===== config.mk =====
export PLATFORM = sky130hd
export DESIGN_NAME = add_reduce_ctrl_12
export DESIGN_NICKNAME = d
export VERILOG_FILES = /design/src/rtl/fp12_pkg.sv /design/src/rtl/add_tag_pipe.sv /design/src/rtl/add_reduce_ctrl_12.sv
export SDC_FILE = /design/constraint.sdc
export NUM_CORES = 1
export LEC_CHECK = 0
export ABC_AREA = 1
export ABC_CLOCK_PERIOD_IN_PS = 3100
export BUFFER_PORTS_ARGS = -buffer_cell sky130_fd_sc_hd__buf_2
export CORE_MARGIN = 2
export CORE_UTILIZATION = 30
export CTS_CLUSTER_DIAMETER = 100
export DETAILED_ROUTE_END_ITERATION = 10
export HOLD_SLACK_MARGIN = 0.12
export MAX_ROUTING_LAYER = met4
export PLACE_DENSITY_LB_ADDON = 0.2
export SYNTH_ARGS = -nofsm -noshare
export SYNTH_HDL_FRONTEND = slang
export SYNTH_SLANG_ARGS = --single-unit

===== constraint.sdc =====
create_clock -name clk_i -period 3.1 [get_ports clk_i]
set_input_delay 0 -clock clk_i [delete_from_list [all_inputs] [get_ports clk_i]]
set_output_delay 0 -clock clk_i [all_outputs]
set_load 0.005 [all_outputs]

===== src/rtl/fp12_pkg.sv =====
// Shared FP12 definitions: field widths, constants, adder latency
// and the reduction sequencer state encoding.
package fp12_pkg;

    localparam int FP12_SIGN_W = 1;
    localparam int FP12_EXP_W  = 5;
    localparam int FP12_MAN_W  = 6;
    localparam int FP12_W      = FP12_SIGN_W + FP12_EXP_W + FP12_MAN_W;

    localparam logic [FP12_W-1:0] FP12_ZERO = 12'h000;

    localparam int ADD12_LAT = 5;

    typedef enum logic [1:0] {
        ST_IDLE  = 2'd0,
        ST_ACCUM = 2'd1,
        ST_DRAIN = 2'd2,
        ST_DONE  = 2'd3
    } red_state_t;

endpackage


===== src/rtl/add_tag_pipe.sv =====
// Valid-bit delay line mirroring the shared adder pipeline.
// Ports: clk, rst (sync, active-high), tag_in, tag_out, count (popcount).
module add_tag_pipe #(
    parameter int DEPTH = 5,
    parameter int CNT_W = 3
) (
    input  logic             clk,
    input  logic             rst,
    input  logic             tag_in,
    output logic             tag_out,
    output logic [CNT_W-1:0] count
);

    logic [DEPTH-1:0] pipe;

    always_ff @(posedge clk) begin
        if (rst) begin
            pipe <= '0;
        end else begin
            pipe <= {pipe[DEPTH-2:0], tag_in};
        end
    end

    assign tag_out = pipe[DEPTH-1];

    always_comb begin
        count = '0;
        for (int i = 0; i < DEPTH; i++) begin
            count = count + CNT_W'(pipe[i]);
        end
    end

endmodule


===== src/rtl/add_reduce_ctrl_12.sv =====
// Reduces a stream of FP12 elements to one sum through a shared
// pipelined adder, keeping several partial sums in flight.
// Ports: clk_i, rst_i, start_i, len_i, skip_neg_en_i, data_i,
//   data_valid_i, data_ready_o, busy_o, sum_o, sum_valid_o,
//   add_data_1_o, add_data_2_o, add_en_o, add_sum_i.
module add_reduce_ctrl_12
    import fp12_pkg::*;
#(
    parameter int ADD_LAT = ADD12_LAT,
    parameter int LEN_W   = 16
) (
    input  logic              clk_i,
    input  logic              rst_i,
    input  logic              start_i,
    input  logic [LEN_W-1:0]  len_i,
    input  logic              skip_neg_en_i,
    input  logic [FP12_W-1:0] data_i,
    input  logic              data_valid_i,
    output logic              data_ready_o,
    output logic              busy_o,
    output logic [FP12_W-1:0] sum_o,
    output logic              sum_valid_o,
    output logic [FP12_W-1:0] add_data_1_o,
    output logic [FP12_W-1:0] add_data_2_o,
    output logic              add_en_o,
    input  logic [FP12_W-1:0] add_sum_i
);

    localparam int CNT_W = $clog2(ADD_LAT + 2);

    red_state_t        state;
    logic [LEN_W-1:0]  rem;
    logic              skip_neg;
    logic              hold_v;
    logic [FP12_W-1:0] hold_d;
    logic [FP12_W-1:0] final_d;

    logic              p_valid;
    logic [CNT_W-1:0]  inflight;
    logic [CNT_W-1:0]  live;
    logic              accept;
    logic              issue;
    logic              hold_load;
    logic              hold_clr;
    logic              fin;
    logic [FP12_W-1:0] fin_d;

    // Tag pipe is cleared on reset so partials still inside the
    // adder are never seen as live after an abort.
    add_tag_pipe #(
        .DEPTH (ADD_LAT),
        .CNT_W (CNT_W)
    ) u_tags (
        .clk     (clk_i),
        .rst     (rst_i),
        .tag_in  (issue),
        .tag_out (p_valid),
        .count   (inflight)
    );

    assign live         = inflight + CNT_W'(hold_v);
    assign accept       = (state == ST_ACCUM) && data_valid_i;
    assign data_ready_o = (state == ST_ACCUM);
    assign busy_o       = (state != ST_IDLE);

    always_comb begin
        issue        = 1'b0;
        add_en_o     = 1'b0;
        add_data_1_o = FP12_ZERO;
        add_data_2_o = FP12_ZERO;
        hold_load    = 1'b0;
        hold_clr     = 1'b0;
        fin          = 1'b0;
        fin_d        = FP12_ZERO;
        unique case (state)
            ST_ACCUM: begin
                if (accept && p_valid) begin
                    issue        = 1'b1;
                    add_en_o     = 1'b1;
                    add_data_1_o = add_sum_i;
                    add_data_2_o = data_i;
                end else if (accept && hold_v) begin
                    issue        = 1'b1;
                    add_en_o     = 1'b1;
                    add_data_1_o = hold_d;
                    add_data_2_o = data_i;
                    hold_clr     = 1'b1;
                end else if (accept) begin
                    // Lone element rides the adder as a pass-through
                    // so it becomes a tagged partial like any other.
                    issue        = 1'b1;
                    add_data_1_o = data_i;
                end else if (p_valid && hold_v) begin
                    issue        = 1'b1;
                    add_en_o     = 1'b1;
                    add_data_1_o = add_sum_i;
                    add_data_2_o = hold_d;
                    hold_clr     = 1'b1;
                end else if (p_valid) begin
                    hold_load = 1'b1;
                end
            end
            ST_DRAIN: begin
                if (p_valid && hold_v) begin
                    issue        = 1'b1;
                    add_en_o     = 1'b1;
                    add_data_1_o = add_sum_i;
                    add_data_2_o = hold_d;
                    hold_clr     = 1'b1;
                end else if (p_valid && live == CNT_W'(1)) begin
                    fin   = 1'b1;
                    fin_d = add_sum_i;
                end else if (p_valid) begin
                    hold_load = 1'b1;
                end else if (hold_v && inflight == '0) begin
                    fin   = 1'b1;
                    fin_d = hold_d;
                end
            end
            default: ;
        endcase
    end

    always_ff @(posedge clk_i) begin
        if (rst_i) begin
            state       <= ST_IDLE;
            rem         <= '0;
            skip_neg    <= 1'b0;
            hold_v      <= 1'b0;
            hold_d      <= FP12_ZERO;
            final_d     <= FP12_ZERO;
            sum_o       <= FP12_ZERO;
            sum_valid_o <= 1'b0;
        end else begin
            sum_valid_o <= 1'b0;
            if (hold_load) begin
                assert (!hold_v);
                hold_v <= 1'b1;
                hold_d <= add_sum_i;
            end else if (hold_clr) begin
                hold_v <= 1'b0;
            end
            unique case (state)
                ST_IDLE: begin
                    if (start_i) begin
                        skip_neg <= skip_neg_en_i;
                        if (len_i == '0) begin
                            final_d <= FP12_ZERO;
                            state   <= ST_DONE;
                        end else begin
                            rem   <= len_i;
                            state <= ST_ACCUM;
                        end
                    end
                end
                ST_ACCUM: begin
                    if (accept) begin
                        rem <= rem - 1'b1;
                        if (rem == LEN_W'(1)) begin
                            state <= ST_DRAIN;
                        end
                    end
                end
                ST_DRAIN: begin
                    if (fin) begin
                        final_d <= fin_d;
                        state   <= ST_DONE;
                    end
                end
                ST_DONE: begin
                    sum_o       <= (skip_neg && final_d[FP12_W-1])
                                   ? FP12_ZERO : final_d;
                    sum_valid_o <= 1'b1;
                    state       <= ST_IDLE;
                end
                default: state <= ST_IDLE;
            endcase
        end
    end

endmodule

==> metrics.cfg, run 1 <==
[status]
status = complete, but fails checks
violations = setup timing

[placement]
dp_hpwl_um = 9900
portBuffers = 84
place_inst = 929
place_congestion = 0.913

[clock_network]
clk_pin_slew_ps = 60
cts_made_buffers = 9
clk_path_buf_depth = 2
clk_latency_ps = 340
tritoncts = done
h-tree-depth = 3
clockRootBuffer = clkbuf_16
clock-sinks = 62

[synth]
synth-seq-cells = 62
synth_fp_nets = 746
syn_avg_cell_area_um2 = 6.07
synth_seq_area_share_pct = 29.7
synthTopCellsByArea = dfxtp_1 (30%), nand2_1 (17%), nand3_1 (8.4%)
synth_cells = 688
syn-cell-area_um2 = 4180
synth.distinct_cells = 32
synth_warnings = 0
synth_top_area_share_pct = 29.7
synth_top_cell_by_area = dfxtp_1

[sta]
rsz0062_at_grt = true
finalSetupViolCount = 8
fin_crit_ps = 3170
maxSlewViolCount = 0
fin_crit_sh_pct = 102
worst_pin_slew_ps = 762
finClkSkew_ps = 10.4
max_freq_mhz = 316
fin_ws_ps = -66.6
final-hold-violation-count = 0
tns_ps = -244
timing.slew.headroom_pct = 49.2
whs_ps = 213

[floorplan]
io_pins = 85
die_x_um = 122
std_cell_rows = 43
coreArea_um2 = 13700
die_y_um = 122
start_util_pct = 30.5
die_area_um2 = 14900

[critical_path]
r2r_end = state[0]
max_stage_delay_ps = 470
r2r_cells = 17
critPathLaunch = u_tags.pipe[1]
worstSetupPathType = reg2reg
cp_num_buf_inv = 5
cpMaxStageDelayCell = fa_1
crit_path_end_kind = flip-flop
cp_max_fo = 7
worstReg2RegStart = u_tags.pipe[1]
worstPathRequired_ps = 3320
crit_chain = ha_4 > inv_2 > fa_1 > inv_1 > ha_2 > fa_1 > ha_1 > inv_2 > nand2_2 > nor2_4 > nand3_4 > o21ai_4 > buf_6 > buf_16 > nand4_1 > nand2_1 > nor2_1
cp.depth = 17
critical-path-top-delay-family = adder cells
start_kind = flip-flop
cp_data_arrival_time_ps = 3390
crit_end = state[0]
r2r_slack_ps = -70

[final_layout]
antenna_cells = 0
drive_above_1_share_pct = 19.6
area_growth_pct = 32.9
seq_area_um2 = 1240
multiInputGateArea_um2 = 2590
fillers = 1494
nNetsFinal = 852
stdcell_count = 979

[min_path]
min_path_type = in2reg

[power_and_ir_drop]
total_power_w = 0.00426
power_density_nw_per_um2 = 768
ir_drop_uv = 362
p_leak_nw = 2.51

[route]
dr.pass1.iters = 5
wire_per_inst_um = 14.3
via_per_inst = 5.05
vias = 4947
ant_nets = 0
drcViolationCount = 0
drt_iter0_markers = 349
wirelength_um = 14000

[grt]
overflow = 0
grt_first_pass_wirelength_um = 22300
grt_max_degree = 40
grt_pass1_vias = 4608
track_usage_pct = 19.4
antenna_found_initial = 0

[run]
maxCapViolCount = 0

==> final cells by class <==
class | count | share of cell area, %
clock inverter | 5 | 1.01
multi-input combinational | 511 | 46.7
tap | 180 | 4.06
timing repair buffer | 131 | 16.0
inverter | 79 | 5.34
clock buffer | 11 | 4.55
sequential | 62 | 22.4
==> power by group <==
group	switching [W]	total, W	internal, W
clock	0.000378	0.00104	0.000666
sequential	0.000128	0.00110	0.000968
combinational	0.00140	0.00212	0.000723
total	0.00191	0.00426	0.00236
==> through the flow <==
| stage | worst slack, ps | cell area [um2] | util (%) |
|---|---|---|---|
| floorplan | 7.39 | 4200 | - |
| global route | -226 | 5550 | 40.5 |
| detailed placement | -224 | 4780 | 34.8 |
| CTS | -124 | 5530 | 40.3 |
| finish | -66.6 | 5550 | 40.5 |
| global placement | -127 | 4780 | 34.8 |
==> cells by family after synthesis <==
| kind of cell | after synthesis | synth area share (%) |
|---|---|---|
| AOI/OAI and AO/OA | 152 | 19.8 |
| adders and majority gates | 13 | 4.25 |
| buffers and inverters | 115 | 11.2 |
| xor gates and xnor gates | 3 | 0.629 |
| DFF | 62 | 29.7 |
| and+or+nand+nor | 343 | 34.4 |
==> synthesized netlist by cell type <==
library cell and count:
nor2_1 70, buf_6 1, nand3b_1 2, inv_1 74, dfxtp_1 62, fa_1 2
nor2_2 3, o22ai_1 9, xnor2_1 2, a21oi_1 69, nand3_4 1, o21ai_0 53
nand2_2 3, nor2_4 1, o311ai_0 1, nand3_1 70, o211a_1 1, clkbuf_1 22
xor2_1 1, o211ai_1 14, nor3_1 1, buf_2 8, inv_2 4, or2_2 1
nand4_1 5, o21ai_2 3, clkinv_1 1, o21ai_1 2, nand2_1 185, ha_1 11
buf_4 5, or2_1 1
==> worst register-to-register path, cell delays in order, from the launching register on <==
cell	delay, ps
dfxtp_2	330
ha_4	260
inv_2	30
fa_1	470
inv_1	40
ha_2	170
fa_1	460
ha_1	320
inv_2	60
nand2_2	50
nor2_4	120
nand3_4	100
o21ai_4	170
buf_6	140
buf_16	120
nand4_1	70
nand2_1	90
nor2_1	60
==> worst min path at each step <==
stage                             start         endpoint  depth (start not counted)
final                             rst_i           rem[6]                          3
after floorplan            add_sum_i[3]  add_data_1_o[3]                          2
after CTS                       start_i         state[0]                          6
after global placement    skip_neg_en_i         skip_neg                          3
after global routing              rst_i      final_d[11]                          3
after detailed placement  skip_neg_en_i         skip_neg                          3
==> layer usage <==
layer	vias up	share of wire [%]	GRT usage, %
met4	0	1.2	4.96
li1	2456	-	-
met2	167	48	33.0
met3	16	6.3	4.59
met1	2308	44	23.0
met5	-	0	-
==> registers in the layout, summed over array words and instances, names as in the netlist <==
register	cells
sum_valid_o	1
u_tags.pipe	5
state	2
skip_neg	1
hold_d	12
sum_o	12
rem	16
hold_v	1
final_d	12
==> timing repair <==
item,in CTS,in global routing
pin swaps,17,11
buffers inserted,3,0
endpoints found under the hold margin,29,0
endpoints found under the setup margin,38,39
hold buffers,31,0
gates cloned,1,0
gates resized for setup,26,13
==> cell usage in the layout, fill, tap and decap left out, types with 4 or more instances in the layout <==
| cell | n |
|---|---|
| o211ai_1 | 14 |
| nand2_1 | 179 |
| inv_2 | 6 |
| buf_4 | 11 |
| nand2_2 | 7 |
| o21ai_2 | 5 |
| buf_2 | 84 |
| dlygate4sd3_1 | 31 |
| a21oi_1 | 69 |
| buf_6 | 4 |
| ha_1 | 9 |
| o21ai_0 | 46 |
| nand3_2 | 6 |
| nor2_1 | 69 |
| nand3_1 | 62 |
| clkbuf_16 | 9 |
| dfxtp_1 | 59 |
| nand4_1 | 5 |
| o22ai_1 | 9 |
| o21ai_1 | 6 |
| inv_1 | 72 |
No activity file was read; power rests on OpenSTA's default activity.
==> inputs of run 2 (changes only) <==
- CORE_MARGIN: 2 -> 5
==> metrics.cfg, run 2 (same netlist as run 1, synthesis figures left out) <==
[sta]
final-hold-violation-count = 0
finalSetupViolCount = 26
whs_ps = 211
fin_crit_sh_pct = 104
finClkSkew_ps = 7.62
worst_pin_slew_ps = 1250
rsz0062_at_grt = true
maxSlewViolCount = 0
timing.slew.headroom_pct = 16.3
fin_crit_ps = 3210
max_freq_mhz = 311
fin_ws_ps = -111

[placement]
dp_slack_ps = -274
dp_hpwl_um = 10400
portBuffers = 84
place_congestion = 0.906

[floorplan]
start_util_pct = 30.3
die_y_um = 128
die_x_um = 128
io_pins = 85
coreArea_um2 = 13800
std_cell_rows = 43
die_area_um2 = 16400

[route]
top_layer_used = met4
vias = 4909
ant_nets = 0
dr.pass1.iters = 5
drcViolationCount = 0
wirelength_um = 14200
met3_length_um = 819
wire_per_inst_um = 14.3
wl_met1_um = 6310
drt_iter0_markers = 332
via_per_inst = 4.95
wl_met2_um = 6620

[status]
violations = setup timing
status = complete, but fails checks

[critical_path]
cp_num_buf_inv = 5
worstPathRequired_ps = 3310
r2r_end = final_d[7]
critical-path-top-delay-family = adder cells
max_stage_delay_ps = 470
crit_chain = ha_4 > inv_2 > fa_1 > inv_1 > ha_2 > fa_1 > ha_1 > inv_1 > nand2_2 > nor2_4 > nand3_4 > o21ai_4 > buf_12 > buf_6 > nand3_1 > nand2_1 > nor2_1
crit_path_end_kind = flip-flop
r2r_cells = 17
cp_data_arrival_time_ps = 3420
cpMaxStageDelayCell = fa_1
worstSetupPathType = reg2reg
cp_max_fo = 6
start_kind = flip-flop
worstReg2RegStart = u_tags.pipe[1]
critPathLaunch = u_tags.pipe[1]
r2r_slack_ps = -110

[grt]
antenna_found_initial = 0
grt_first_pass_wirelength_um = 22900
track_usage_pct = 18.0
grt_max_degree = 41
grt_pass1_vias = 4711
overflow = 0

[final_layout]
mostFrequentLayoutCells = nand2_1 (177), buf_2 (84), inv_1 (73), a21oi_1 (69), nor2_1 (69)
seq_area_um2 = 1240
area_growth_pct = 35.1
drive_above_1_share_pct = 20.6
multiInputGateArea_um2 = 2580
final_util_pct = 41.0
final_common_cell = nand2_1
antenna_cells = 0
largest_register = rem
fillers = 1485
largest_reg_flops = 16
nNetsFinal = 865

[clock_network]
clk_latency_ps = 340
clock-sinks = 62
tritoncts = done
clk_pin_slew_ps = 60
cts_made_buffers = 9
h-tree-depth = 3
clockRootBuffer = clkbuf_16
clk_path_buf_depth = 2

[min_path]
whs_endpoint = final_d[1]
min-delay-start = rst_i
hold_depth = 3
min_path_type = in2reg

[power_and_ir_drop]
total_power_w = 0.00425
ir_drop_uv = 347
power_density_nw_per_um2 = 753
p_leak_nw = 2.54

[run]
maxCapViolCount = 0

[run 2: power breakdown]
part / total [W] / leakage [nW] / internal (W) / switching [W]
clock: 0.000999 / 0.138 / 0.000622 / 0.000377
sequential: 0.00109 / 0.506 / 0.000968 / 0.000126
combinational: 0.00216 / 1.89 / 0.000759 / 0.00140
total: 0.00425 / 2.54 / 0.00235 / 0.00190
[run 2: cell type report]
cell class | instances | area share (%)
Timing Repair Buffer | 143 | 17.7
Clock inverter | 7 | 1.33
Tap cell | 180 | 3.99
Inverter | 79 | 5.25
Multi-Input combinational cell | 512 | 45.7
Clock buffer | 9 | 3.99
Sequential cell | 62 | 22.1
[run 2: worst max-delay path by stage]
stage / end / slack (ps) / cells after the start
finish: final_d[7] / -110 / 17
global route: state[1] / -280 / 18
CTS: state[1] / -180 / 17
detailed placement: final_d[9] / -270 / 16
global placement: final_d[2] / -220 / 16
floorplan: final_d[11] / 7 / 17
[run 2: per-stage QoR]
stage          cell area, um2  setup TNS [ps]  std cells
5_1_grt                  5640           -5850        992
6_report                 5640           -1430        992
3_5_place_dp             4870           -3340        939
3_3_place_gp             4870           -2680        939
4_1_cts                  5580           -2200        990
2_1_floorplan            4200               0        688
[run 2: timing repair]
action	4_1_cts	5_1_grt
gates resized for setup	18	11
pin swaps	20	13
buffers inserted	3	1
hold buffers	31	0
endpoints found under the setup margin	17	27
hold endpoints to repair	29	0
cloned	1	1
[run 2: per-layer routing]
metal  vias up  global-route usage (%)
met3        33                    4.29
met1      2230                    21.6
met5         -                       -
met2       170                    29.1
met4         0                    6.93
li1       2476                       -
[run 2: worst reg2reg max path, stage by stage (launching register included)]
cell	delay (ps)
dfxtp_2	330
ha_4	260
inv_2	30
fa_1	470
inv_1	50
ha_2	180
fa_1	460
ha_1	280
inv_1	60
nand2_2	60
nor2_4	110
nand3_4	110
o21ai_4	180
buf_12	140
buf_6	100
nand3_1	100
nand2_1	130
nor2_1	40
